**src/rtl/puf_pkg.sv**
```systemverilog
`default_nettype none
// +----------------------------------------------------------------------+
// | puf_pkg                                                               |
// | FSM state encoding and Galois LFSR polynomials for br_puf_ctrl.       |
// | Revision: 1.0                                                         |
// +----------------------------------------------------------------------+
package puf_pkg;

    typedef enum logic [2:0] {
        ST_IDLE   = 3'd0,
        ST_RST    = 3'd1,
        ST_SETTLE = 3'd2,
        ST_SAMPLE = 3'd3,
        ST_DECIDE = 3'd4,
        ST_DONE   = 3'd5
    } puf_state_e;

    localparam int c_lfsr_max_w = 128;

    // Right-shift Galois masks: bit (k-1) set for every x^k term, k >= 1.
    function automatic logic [c_lfsr_max_w-1:0] lfsr_taps(input int cw);
        logic [c_lfsr_max_w-1:0] t;
        t = '0;
        case (cw)
            8:       t[7:0]  = 8'hB8;
            16:      t[15:0] = 16'hB400;
            32:      t[31:0] = 32'h8020_0003;
            64:      t[63:0] = 64'hD800_0000_0000_0000;
            128:     t       = {1'b1, 98'd0, 29'h1400_0002};
            default: t       = '0;
        endcase
        return t;
    endfunction

    function automatic logic [c_lfsr_max_w-1:0] lfsr_step(input logic [c_lfsr_max_w-1:0] s,
                                                         input int cw);
        return (s >> 1) ^ (s[0] ? lfsr_taps(cw) : '0);
    endfunction

endpackage
`default_nettype wire

```
**src/rtl/puf_sync2.sv**
```systemverilog
`default_nettype none
// +----------------------------------------------------------------------+
// | puf_sync2                                                             |
// | Two-flop synchronizer, synchronous active-low reset.                  |
// | Revision: 1.0                                                         |
// +----------------------------------------------------------------------+
module puf_sync2 (
    input  logic clk,
    input  logic reset_n,
    input  logic d,
    output logic q
);

    logic r_meta;
    logic r_sync;

    always_ff @(posedge clk) begin
        if (!reset_n) begin
            r_meta <= 1'b0;
            r_sync <= 1'b0;
        end else begin
            r_meta <= d;
            r_sync <= r_meta;
        end
    end

    assign q = r_sync;

endmodule
`default_nettype wire

```
**src/rtl/br_puf_ctrl.sv**
```systemverilog
`default_nettype none
// +----------------------------------------------------------------------+
// | br_puf_ctrl                                                           |
// | Bistable-ring PUF controller: per-bit reset/settle/majority sampling. |
// | Revision: 1.0                                                         |
// +----------------------------------------------------------------------+
module br_puf_ctrl
    import puf_pkg::*;
#(
    parameter int CW         = 128,
    parameter int RW         = 32,
    parameter int NS         = 5,
    parameter int RST_CYC    = 8,
    parameter int SETTLE_CYC = 64
) (
    input  logic                      clk,
    input  logic                      reset_n,
    input  logic                      req_valid,
    output logic                      req_ready,
    input  logic [CW-1:0]             seed,
    output logic                      rsp_valid,
    input  logic                      rsp_ready,
    output logic [RW-1:0]             resp,
    output logic [$clog2(RW+1)-1:0]   unstable_cnt,
    output logic                      ring_reset,
    output logic [CW-1:0]             ring_c,
    input  logic                      ring_out
);

    localparam int c_cnt_max = (RST_CYC > SETTLE_CYC) ?
                               ((RST_CYC > NS) ? RST_CYC : NS) :
                               ((SETTLE_CYC > NS) ? SETTLE_CYC : NS);
    localparam int c_cnt_w  = $clog2(c_cnt_max + 1);
    localparam int c_ones_w = $clog2(NS + 1);
    localparam int c_idx_w  = (RW > 1) ? $clog2(RW) : 1;
    localparam int c_ucnt_w = $clog2(RW + 1);

    localparam logic [c_cnt_w-1:0]  c_rst_last    = c_cnt_w'(RST_CYC - 1);
    localparam logic [c_cnt_w-1:0]  c_settle_last = c_cnt_w'(SETTLE_CYC - 1);
    localparam logic [c_cnt_w-1:0]  c_ns_last     = c_cnt_w'(NS - 1);
    localparam logic [c_ones_w-1:0] c_ns_half     = c_ones_w'(NS / 2);
    localparam logic [c_ones_w-1:0] c_ns_all      = c_ones_w'(NS);
    localparam logic [c_idx_w-1:0]  c_idx_last    = c_idx_w'(RW - 1);

    if (!(CW == 8 || CW == 16 || CW == 32 || CW == 64 || CW == 128)) begin : g_bad_cw
        $error("br_puf_ctrl: CW must be 8, 16, 32, 64 or 128");
    end
    if (RW < 1) begin : g_bad_rw
        $error("br_puf_ctrl: RW must be at least 1");
    end
    if (NS < 1 || (NS % 2) == 0) begin : g_bad_ns
        $error("br_puf_ctrl: NS must be odd and at least 1");
    end
    if (RST_CYC < 1) begin : g_bad_rst
        $error("br_puf_ctrl: RST_CYC must be at least 1");
    end
    if (SETTLE_CYC < 2) begin : g_bad_settle
        $error("br_puf_ctrl: SETTLE_CYC must be at least 2");
    end

    puf_state_e            r_state;
    puf_state_e            w_state_next;
    logic [c_cnt_w-1:0]    r_cnt;
    logic [c_ones_w-1:0]   r_ones;
    logic [c_idx_w-1:0]    r_idx;
    logic [CW-1:0]         r_lfsr;
    logic [CW-1:0]         r_chal;
    logic [RW-1:0]         r_resp;
    logic [c_ucnt_w-1:0]   r_ucnt;

    logic                  w_ring_sync;
    logic [CW-1:0]         w_seed_nz;
    logic [127:0]          w_lfsr_wide;
    logic [CW-1:0]         w_lfsr_next;
    logic                  w_bit;
    logic                  w_unstable;
    logic                  w_last_bit;

    puf_sync2 u_sync (
        .clk     (clk),
        .reset_n (reset_n),
        .d       (ring_out),
        .q       (w_ring_sync)
    );

    assign w_seed_nz   = (seed == '0) ? CW'(1) : seed;
    assign w_lfsr_wide = lfsr_step(128'(r_lfsr), CW);
    assign w_lfsr_next = w_lfsr_wide[CW-1:0];
    assign w_bit       = (r_ones > c_ns_half);
    assign w_unstable  = (r_ones != '0) && (r_ones != c_ns_all);
    assign w_last_bit  = (r_idx == c_idx_last);

    always_ff @(posedge clk) begin
        if (!reset_n) begin
            r_state <= ST_IDLE;
            r_cnt   <= '0;
            r_ones  <= '0;
            r_idx   <= '0;
            r_lfsr  <= '0;
            r_chal  <= '0;
            r_resp  <= '0;
            r_ucnt  <= '0;
        end else begin
            r_state <= w_state_next;
            if ((w_state_next != r_state) || (r_state == ST_IDLE) || (r_state == ST_DONE)) begin
                r_cnt <= '0;
            end else begin
                r_cnt <= r_cnt + 1'b1;
            end
            case (r_state)
                ST_IDLE: begin
                    if (req_valid) begin
                        r_lfsr <= w_seed_nz;
                        r_chal <= w_seed_nz;
                        r_idx  <= '0;
                        r_ones <= '0;
                        r_resp <= '0;
                        r_ucnt <= '0;
                    end
                end
                ST_SAMPLE: r_ones <= r_ones + c_ones_w'(w_ring_sync);
                ST_DECIDE: begin
                    r_resp <= r_resp | (RW'(w_bit) << r_idx);
                    if (w_unstable) begin
                        r_ucnt <= r_ucnt + 1'b1;
                    end
                    r_lfsr <= w_lfsr_next;
                    r_ones <= '0;
                    // The challenge register only moves on the way into RST.
                    if (!w_last_bit) begin
                        r_idx  <= r_idx + 1'b1;
                        r_chal <= w_lfsr_next;
                    end
                end
                default: ;
            endcase
        end
    end

    always_comb begin
        w_state_next = r_state;
        case (r_state)
            ST_IDLE:   if (req_valid) w_state_next = ST_RST;
            ST_RST:    if (r_cnt == c_rst_last) w_state_next = ST_SETTLE;
            ST_SETTLE: if (r_cnt == c_settle_last) w_state_next = ST_SAMPLE;
            ST_SAMPLE: if (r_cnt == c_ns_last) w_state_next = ST_DECIDE;
            ST_DECIDE: w_state_next = w_last_bit ? ST_DONE : ST_RST;
            ST_DONE:   if (rsp_ready) w_state_next = ST_IDLE;
            default:   w_state_next = ST_IDLE;
        endcase
    end

    // DECIDE re-arms the ring reset so the challenge never changes under a free-running ring.
    always_comb begin
        req_ready  = 1'b0;
        rsp_valid  = 1'b0;
        ring_reset = 1'b1;
        ring_c     = '0;
        case (r_state)
            ST_IDLE:   req_ready = reset_n;
            ST_RST:    ring_c = r_chal;
            ST_SETTLE: begin
                ring_reset = 1'b0;
                ring_c     = r_chal;
            end
            ST_SAMPLE: begin
                ring_reset = 1'b0;
                ring_c     = r_chal;
            end
            ST_DECIDE: ring_c = r_chal;
            ST_DONE: begin
                rsp_valid = 1'b1;
                ring_c    = r_chal;
            end
            default: ;
        endcase
    end

    assign resp         = r_resp;
    assign unstable_cnt = r_ucnt;

endmodule
`default_nettype wire

```
**config.mk**
```make
export PLATFORM = sky130hd
export DESIGN_NAME = br_puf_ctrl
export DESIGN_NICKNAME = d
export VERILOG_FILES = /design/src/rtl/puf_pkg.sv /design/src/rtl/puf_sync2.sv /design/src/rtl/br_puf_ctrl.sv
export SDC_FILE = /design/constraint.sdc
export NUM_CORES = 1
export LEC_CHECK = 0
export CAP_MARGIN = 40
export CORE_MARGIN = 2
export CORE_UTILIZATION = 40
export DETAILED_ROUTE_END_ITERATION = 6
export PLACE_DENSITY = 0.67
export SETUP_SLACK_MARGIN = 0.02
export SYNTH_ARGS = -nofsm -noshare
export SYNTH_HDL_FRONTEND = slang
export SYNTH_HIERARCHICAL = 1
export SYNTH_SLANG_ARGS = --single-unit
```
**constraint.sdc**
```tcl
create_clock -name clk -period 2.5 [get_ports clk]
set_input_delay 0.5 -clock clk [delete_from_list [all_inputs] [get_ports clk]]
set_output_delay 0.5 -clock clk [all_outputs]
set_load 0.05 [all_outputs]
```
* Word level (Yosys, flattened, before mapping)
Cells that the tools add are included.
Word-level totals: memory bits (writable) 0, latch bits 0, memories 0, bits in registers 314, bits in read-only memories 0, word-level logic and storage cells 75, input bits 133, output and inout bits 169
Operators by class: div/mod/pow operators 0, bitwise logic cells 3, multipliers 0, $lt $le $gt $ge 1, shifts and indexed selects 1, $add $sub $neg 4, mux-type cells 27, equality and inequality tests 14, reduce and logical (&&, ||, !) cells 15
Operator list (number):
- two-way mux 128 bit | 5
- one-hot mux 128 bit (2 select lines) | 2
- logical NOT 128 bit | 1
- bitwise XOR 127 x 128 -> 128 bit | 1
- one-hot mux 32 bit (2 select lines) | 1
- two-way mux 32 bit | 1
- OR 32 bit | 1
- left shift 1 x 5 -> 32 bit | 1
- two-way mux 3 bit | 7
- one-hot mux 3 bit (6 select lines) | 1
- equality test 7 x 3 -> 1 bit (second input constant) | 2
- two-way mux 6 bit | 2
- one-hot mux 6 bit (2 select lines) | 1
- two-way mux 5 bit | 2
- one-hot mux 5 bit (2 select lines) | 1
- one-hot mux 3 bit (3 select lines) | 1
- adder 7 x 1 -> 7 bit (second input constant) | 1
- equality test 7 x 6 -> 1 bit (second input constant) | 1
- adder 6 x 1 -> 6 bit (second input constant) | 1
- equality test 3 x 2 -> 1 bit (second input constant) | 2
- equality test 3 bit (second input constant) | 2
- != test 2 bit (second input constant) | 3
- AND reduction 3 bit | 2
- nonzero test 3 bit | 2
- 16 further kinds | 21

* Logic depth before layout (Yosys ltp)
Gate-level depths: netlist of run 1.
depth after elaboration 7, gate-level depth with buffers 8, gate-level depth less buffers 8

* By module
Netlist of run 1, hierarchy kept.
Modules (own cells, without submodules):
- br_puf_ctrl | area each 13882.1 µm², instances 1, cells each 1469
- puf_sync2 | area each 52.6 µm², instances 1, cells each 4

* Worst setup path before layout of run 1
No wires, ideal clock.
kind register -> output, from register r_state[2], to output ring_c[100], arrival time 2.087 ns, required time 2.000 ns, setup slack -0.087 ns, cell stages (with the launch flop) 8, path buffers 3, cell sequence dfxtp_1 -> clkbuf_1 -> inv_1 -> ha_1 -> o21ai_0 -> clkbuf_1 -> clkbuf_1 -> and2_1
On the way: longest elaborated chain between the ends 3, elaborated cells between the ends (all ways) 7, classes of those cells 5 x eq/ne; 1 x mux; 1 x reduce/logical
Ends and longest elaborated chain:
- start, declared | RTL line br_puf_ctrl.sv:61 | puf_state_e r_state;
- start signal, assigned | RTL line br_puf_ctrl.sv:104 | r_state <= w_state_next;
- equality test 3 bit, or another cell as far along | RTL line br_puf_ctrl.sv:159 | case (r_state)
- OR reduction 5 bit (no line) *
- two-way mux 128 bit * | RTL line br_puf_ctrl.sv:159
- end, declared | RTL line br_puf_ctrl.sv:26 | output logic [CW-1:0] ring_c,
Every way passes the cells marked *; elsewhere a longest branch is shown, timed or not.

* Final worst setup path of run 1
from register r_state[2], to output ring_c[19]
The elaborated chain is that of the path after synthesis.

==> summary.md, run 1 <==
The remaining design rule violation count was 0. Entering global routing, the biggest net connects 132 pins. The first global-routing pass estimated 61600 um of wire. The relative contribution of combinational cells to total power is 15.9%. For the number of nets with antenna violations after detailed routing, the log shows 0.

The run gives 45.1% as the sequential-to-total area share from yosys stat. The synthesized design spends more area on one cell type than any other, namely sky130_fd_sc_hd__dfxtp_1. The required time at the endpoint of the critical path came out at 2000 ps.

The run gives 0.00325 W as the switching power. The class of the most critical hold timing path was register to register. The clock insertion delay at the later pin of the skew report is 520 ps, and the net switching share of the total power is 25.5%.

The number of synthesis warnings is 6, and the number of setup violations in the final report is 0. Clock-pin slew was measured on the worst setup and hold paths at 60 ps. The share of synthesized area in the top cell type comes to 45.1%. Detailed routing inserted a total of 11900 vias.

The logs give 302 for the number of top-level pins and 2150 for the number of placed cells counting well taps. On the final layout, the worst clock skew is 17.6 ps. The logs give 5 for the first-pass iteration count of the detailed router and -309 ps for the worst setup timing slack at the placement stage.

The clock passes through at most 3 buffers. The ratio of routed vias to standard cells came out at 5.34. The finished cells cover 0.0205 sq mm. In the layout the commonest cells are 312 x sky130_fd_sc_hd__dfxtp_1, 265 x sky130_fd_sc_hd__nand2_1, 248 x sky130_fd_sc_hd__o211a_1. TritonCTS built the clock tree. Measured against its own limit, the worst slew margin works out to 43.0%.

The core region is 0.0345 sq mm. The tools report the final hold violation count as 0. STA classifies the critical path startpoint as a register. The clock network fraction of total power is 40.8%, and the number of cells in the finished layout apart from fillers is 2219. The initialized floorplan defines 68 standard-cell rows. The leakage component of the power was 10.9 nW; the number of cells traversed by the worst register-to-register path was 8. For this run, the post-layout net count is 1881. After layout, the worst setup slack is 33.3 ps. The most common cell after layout, fill and taps aside is sky130_fd_sc_hd__dfxtp_1. In the synthesized netlist the async set-or-reset flop fraction comes to 0%. The setup path with the least slack is of type register to output port. Number of buffers created by CTS: 37. The flow ran to the end, and the final reports show no timing, DRC or antenna violations.

The area after detailed placement was 0.0191 sq mm; the final routed wire length divided by cell count was 17.9 um. The startpoint identified for the worst hold timing path is u_sync/r_meta. The power density normalized to cell area is 622 mW/mm^2, and the synthesis-to-finish area growth is 46.9%.

The share of total power dissipated in sequential elements is 43.2%. The die is 191 um wide. Global routing used 21.0% of the available tracks across all layers.

The number of enable-type register cells in the synthesized netlist was 0. The end point of the worst hold path was u_sync/q. Setup slack on the worst reg-to-reg path comes out at 340 ps.

The logs give 1970 ps for the critical path arrival and 0 for the number of max-cap violations. The logs give 0.418 mV for the worst supply voltage drop on vdd and 0 for the total grt overflow. The H-tree generated during clock tree synthesis spans 2 levels.

Post-route fraction of the period consumed by the critical path: 98.7%. After synthesis the netlist holds a flip-flop and latch count of 314. After synthesis, the mean cell area works out to 9.46 sq um.

The smallest clock period supported by the final layout is computed as 2470 ps. The number of antenna violations at the first check in global routing came out at 1. In this run the critical register-to-register path is captured at r_cnt[2]. The number of clock sinks came out at 314.

The transition at the pin with the smallest max-transition slack works out to 847 ps. In the synthesized netlist, the number of instances is 1473. The top fanout value on the critical path came out at 36.

The tree is rooted in a sky130_fd_sc_hd__clkbuf_16. Yosys attributes the largest share of cell area to sky130_fd_sc_hd__dfxtp_1 45%, sky130_fd_sc_hd__o211a_1 18%, sky130_fd_sc_hd__mux2i_1 9.1%, sky130_fd_sc_hd__nand2_1 7.1%, sky130_fd_sc_hd__and2_1 6.1%. When the netlist entered floorplanning its net count stood at 1615. After legalization and detailed placement, the total HPWL measured 27300 um.

Top flip-flop cell by instance count after synthesis: sky130_fd_sc_hd__dfxtp_1. The via count of the first global-routing pass is 11600, and the area of the die is 0.0363 sq mm. The tools report the highest achievable clock rate as 405 MHz.

For this design, the CTS-stage hold fixing added 0 buffers. The internal power consumption was 0.00948 W. For this configuration, the core starts out at a cell density of 40.4%. Synthesis instantiated 49 different standard cells from the library. The number of cells on the worst hold path was 1. The number of port buffers was 301. Setup repair after global routing could not meet its margin everywhere. The placer's final routability congestion estimate is 0.792, and the fraction of final layout cells with drive strength greater than 1 is 21.4%.

Summed over all layers, the routed wires come to 39700 um. Once layout is complete, the utilization of the core stands at 59.4%. The sort of element at the end of the critical path is an output port. In this run the cell area of the synthesized design comes to 0.0139 sq mm. The floorplan step set the die height to 191 um. The first-iteration detailed-routing DRC count is 824. The startpoint identified for the worst register-to-register timing path is r_idx[0].

The count of pins over their slew limit came out at 0.
cells in the mapped netlist, types with 2 or more instances:
library cell and count:
sky130_fd_sc_hd__nand2_1 265, sky130_fd_sc_hd__nor3b_1 2, sky130_fd_sc_hd__nand2b_1 4, sky130_fd_sc_hd__ha_1 9, sky130_fd_sc_hd__mux2i_1 127, sky130_fd_sc_hd__nand3_1 8
sky130_fd_sc_hd__a21boi_0 2, sky130_fd_sc_hd__o21ai_0 5, sky130_fd_sc_hd__o31ai_1 2, sky130_fd_sc_hd__buf_1 5, sky130_fd_sc_hd__o211ai_1 3, sky130_fd_sc_hd__nor2b_1 10
sky130_fd_sc_hd__nor2_1 63, sky130_fd_sc_hd__a22oi_1 3, sky130_fd_sc_hd__nand4_1 9, sky130_fd_sc_hd__nor3_1 8, sky130_fd_sc_hd__clkbuf_1 74, sky130_fd_sc_hd__xor2_1 7
sky130_fd_sc_hd__dfxtp_1 314, sky130_fd_sc_hd__inv_1 9, sky130_fd_sc_hd__nor4_1 34, sky130_fd_sc_hd__and2_1 135, sky130_fd_sc_hd__and3_1 3, sky130_fd_sc_hd__a211oi_1 3
sky130_fd_sc_hd__o211a_1 248, sky130_fd_sc_hd__or3_1 2, sky130_fd_sc_hd__buf_2 47, sky130_fd_sc_hd__a21oi_1 42, sky130_fd_sc_hd__o21ai_1 2, sky130_fd_sc_hd__o21a_1 2
sky130_fd_sc_hd__xnor2_1 8
cell families after synthesis:
family	count (synthesis)	synth area share [%]
adder cells (fa/ha/maj)	9	0.808
buffers and inverters	135	4.06
multiplexers	128	9.20
AO/OA/AOI/OAI	323	21.1
flip-flops	314	45.1
XOR/XNOR	15	0.943
AND/OR/NAND/NOR	549	18.8
final cells by class:
| cell class | instances | area (sq um) |
|---|---|---|
| inverter | 9 | 36.3 |
| timing repair buffer | 353 | 5050 |
| clock inverter | 10 | 108 |
| antenna | 1 | 2.50 |
| sequential | 314 | 6290 |
| fill | 2945 | 14000 |
| tap | 455 | 569 |
| multi-input combinational | 1024 | 7360 |
| clock buffer | 53 | 1060 |
metal layers:
layer | share of wire [%] | vias up | global-route usage, %
met5 | 0 | - | 0
met4 | 2.2 | 0 | 5.64
met3 | 6.9 | 58 | 4.78
met2 | 47 | 321 | 34.8
met1 | 44 | 5724 | 27.5
li1 | - | 5757 | -
metrics by stage:
step           power, W  hold WS (ps)  TNS (ps)
3_5_place_dp    0.00757           426      -605
3_3_place_gp    0.00753           429      -563
4_1_cts          0.0128           438      -184
2_1_floorplan   0.00662           412         0
5_1_grt          0.0132           451      -918
6_report         0.0127           440         0
state kept, by name, summed over array words and instances, names as in the netlist:
signal	flops
r_chal	128
r_cnt	7
r_idx	5
r_lfsr	128
r_ones	3
r_state	3
resp	32
u_sync/q	1
u_sync/r_meta	1
unstable_cnt	6
worst max-delay path by stage:
stage	startpoint	slack (ps)	endpoint
after global placement	seed[64]	-280	r_chal[0]
after CTS	r_state[1]	-20	ring_c[26]
after global routing	r_state[2]	-30	ring_c[65]
after floorplan	r_state[2]	40	ring_c[100]
after detailed placement	seed[64]	-310	r_chal[0]
final	r_state[2]	30	ring_c[19]
worst max-delay path, cell delays in order (launching register included):
cell	delay, ps
sky130_fd_sc_hd__dfxtp_2	350
sky130_fd_sc_hd__inv_4	50
sky130_fd_sc_hd__ha_4	270
sky130_fd_sc_hd__o21ai_4	60
sky130_fd_sc_hd__buf_12	150
sky130_fd_sc_hd__buf_16	170
sky130_fd_sc_hd__and2_2	230
sky130_fd_sc_hd__buf_12	150
timing repair:
item,4_1_cts,5_1_grt
endpoints found under the setup margin,126,132
gates resized for setup,13,58
setup buffers,1,1
pin swaps,1,6
cloned,1,2
hold endpoints to repair,0,0
power groups by stage:
| stage | sequential (W) | clock (W) | combinational (W) |
|---|---|---|---|
| floorplan | 0.00555 | 0 | 0.00107 |
| global placement | 0.00559 | 0 | 0.00194 |
| detailed placement | 0.00560 | 0 | 0.00197 |
| CTS | 0.00550 | 0.00533 | 0.00200 |
| global route | 0.00553 | 0.00554 | 0.00217 |
| finish | 0.00550 | 0.00520 | 0.00203 |
Note: power is estimated with default switching activity, not from simulation.
==> inputs of run 2 (changes only) <==
Settings changed: CAP_MARGIN 40 to 20, SETUP_SLACK_MARGIN 0.02 to 0.05.
==> summary.md, run 2 (synthesized netlist as in run 1, its figures left out) <==
The flow ran to the end, and the final reports show no timing, DRC or antenna violations. The number of antenna violations at the first check in global routing was 0; the synthesis-to-finish area growth was 49.8%. The number of cells on the worst hold path was 1. The tools report the post-detailed-placement half-perimeter wirelength as 27000 um. The sort of element at the end of the critical path is an output port. The multi-input combinational cells in the finished layout cover a total of 0.00746 sq mm. The root buffer cell was sky130_fd_sc_hd__clkbuf_16.

In the final layout, flip-flops and latches occupy 0.00629 sq mm. Type of element launching the critical path: a register. The final critical-path required period works out to 2470 ps. The library cells used most frequently in the layout, excluding fill and tap cells, are 312 x sky130_fd_sc_hd__dfxtp_1, 265 x sky130_fd_sc_hd__nand2_1, 248 x sky130_fd_sc_hd__o211a_1. The number of cells in the finished layout apart from fillers was 2235. Static timing analysis puts the maximum clock frequency at 405 MHz. The tools report the net count reported at finish as 1893. The tools report the placer's final routability congestion estimate as 0.813. After detailed routing, the total wire length is 42200 um. The clock insertion delay at the later pin of the skew report is 520 ps.

The number of buffers inserted by hold repair at cts came out at 0. Counting tap cells, the placed design contains a total of 2142 instances. For this design the ratio of total power to cell area is 626 mW/mm^2.

The remaining design rule violation count came out at 0. Setup repair after global routing could not meet its margin everywhere. In the finished design, the share of the clock period the worst path needs comes to 98.8%. The core footprint came out at 0.0345 sq mm. For the worst setup path, the data arrival time is 1970 ps. The maximum number of buffers from clock root to sink is 3.

STA puts the critical path data required time at 2000 ps. The final hold violation count is 0. The area of the die is 0.0363 sq mm, and the number of port buffers is 301. Once the floorplan was initialized, standard cells occupied 40.4% of the core.

The routed layout has 12000 vias. The transition at the pin with the smallest max-transition slack was 723 ps. Via count of the first global-routing pass: 11400. Clock tree synthesis inserted a total of 37 buffers.

The library cell used most frequently in the layout, excluding fill and tap cells, is sky130_fd_sc_hd__dfxtp_1. The number of antenna diodes in the final layout is 0. Top fanout value on the critical path: 12.

The total grt overflow was 0. The H-tree depth came out at 2. The ratio of routed vias to standard cells was 5.38. TritonCTS built the clock tree. The floorplan has 68 rows. Class of the most critical hold timing path: register to register.

The fraction of final layout cells with drive strength greater than 1 works out to 22.6%. The clock skew after layout was 16.3 ps; the headroom to the max-slew limit was 51.7%. The post-CTS clock slew at the launch and capture registers of the worst setup and hold paths is 60 ps, and the worst supply voltage drop on vdd is 0.473 mV. The first-iteration detailed-routing DRC count was 710. The logs give 0 for the count of pins over their slew limit and 0 ps for the setup TNS.

Counting cells, the worst reg-to-reg path comes to 8. Setup violations remaining at the end of the flow were counted as 0. The first-pass GRT wire length was 63100 um.

The number of nets with antenna violations after detailed routing is 0, and the leakage component of the power is 11.1 nW. First-pass iteration count of the detailed router: 6. The die span in x was 191 um.

The tools report the number of clock sinks as 314. The number of filler instances in the final layout is 2909, and the chip height is 191 um. The tools report the global-route usage over all layers as 21.8%.

Across the run, the number of max-cap violations was 0. Entering global routing, the biggest net connects 90 pins. After detailed routing, the average wire length per cell comes to 18.9 um.

Classification of the worst setup path: register to output port. The tools report the number of top-level pins as 302. The tightest hold margin is 464 ps.
run 2: area by class of cell:
cell class / count / share of cell area [%]
Clock buffer: 51 / 5.23
Clock inverter: 17 / 0.725
Inverter: 9 / 0.174
Multi-Input combinational cell: 1024 / 35.7
Sequential cell: 314 / 30.1
Tap cell: 455 / 2.73
Timing Repair Buffer: 365 / 25.3
run 2: stage by stage:
step / total power [W] / setup WS [ps] / cell area [sq um] / utilization, %
finish: 0.0131 / 29.0 / 20900 / 60.6
global route: 0.0136 / -27.4 / 20900 / 60.6
CTS: 0.0131 / -5.13 / 20500 / 59.6
detailed placement: 0.00757 / -308 / 19000 / 55.2
global placement: 0.00754 / -243 / 19000 / 55.2
floorplan: 0.00666 / 35.0 / 14200 / -
run 2: power by group:
| group | switching [W] | internal (W) | leakage (nW) | total [W] |
|---|---|---|---|---|
| logic | 0.00106 | 0.00108 | 7.90 | 0.00213 |
| registers | 0.000185 | 0.00533 | 2.59 | 0.00552 |
| clock network | 0.00214 | 0.00328 | 0.617 | 0.00541 |
| total | 0.00338 | 0.00968 | 11.1 | 0.0131 |
run 2: metal layers:
layer / share of wire, % / global-route usage (%)
met5: 0 / 0
met4: 1.4 / 3.82
met3: 7.2 / 5.70
met2: 46 / 35.4
met1: 45 / 29.4
run 2: what timing repair did:
action | 4_1_cts | 5_1_grt
setup endpoints to repair | 128 | 179
pin swaps | 18 | 54
buffers inserted | 2 | 9
resized for setup | 49 | 32
endpoints found under the hold margin | 0 | 0
gates cloned | 5 | 9
run 2: critical path: stages (launching register included):
cell,delay (ps)
sky130_fd_sc_hd__dfxtp_4,370
sky130_fd_sc_hd__nand2b_4,170
sky130_fd_sc_hd__o21ai_4,190
sky130_fd_sc_hd__buf_12,220
sky130_fd_sc_hd__buf_16,170
sky130_fd_sc_hd__and2_4,190
sky130_fd_sc_hd__buf_12,130
run 2: final timing paths:
kind	startpoint	to	slack, ps
worst min register to register	u_sync/r_meta	u_sync/q	460
worst min-delay path	u_sync/r_meta	u_sync/q	460
worst max-delay path	r_state[1]	ring_c[74]	30
worst max register to register	r_state[1]	r_chal[114]	260
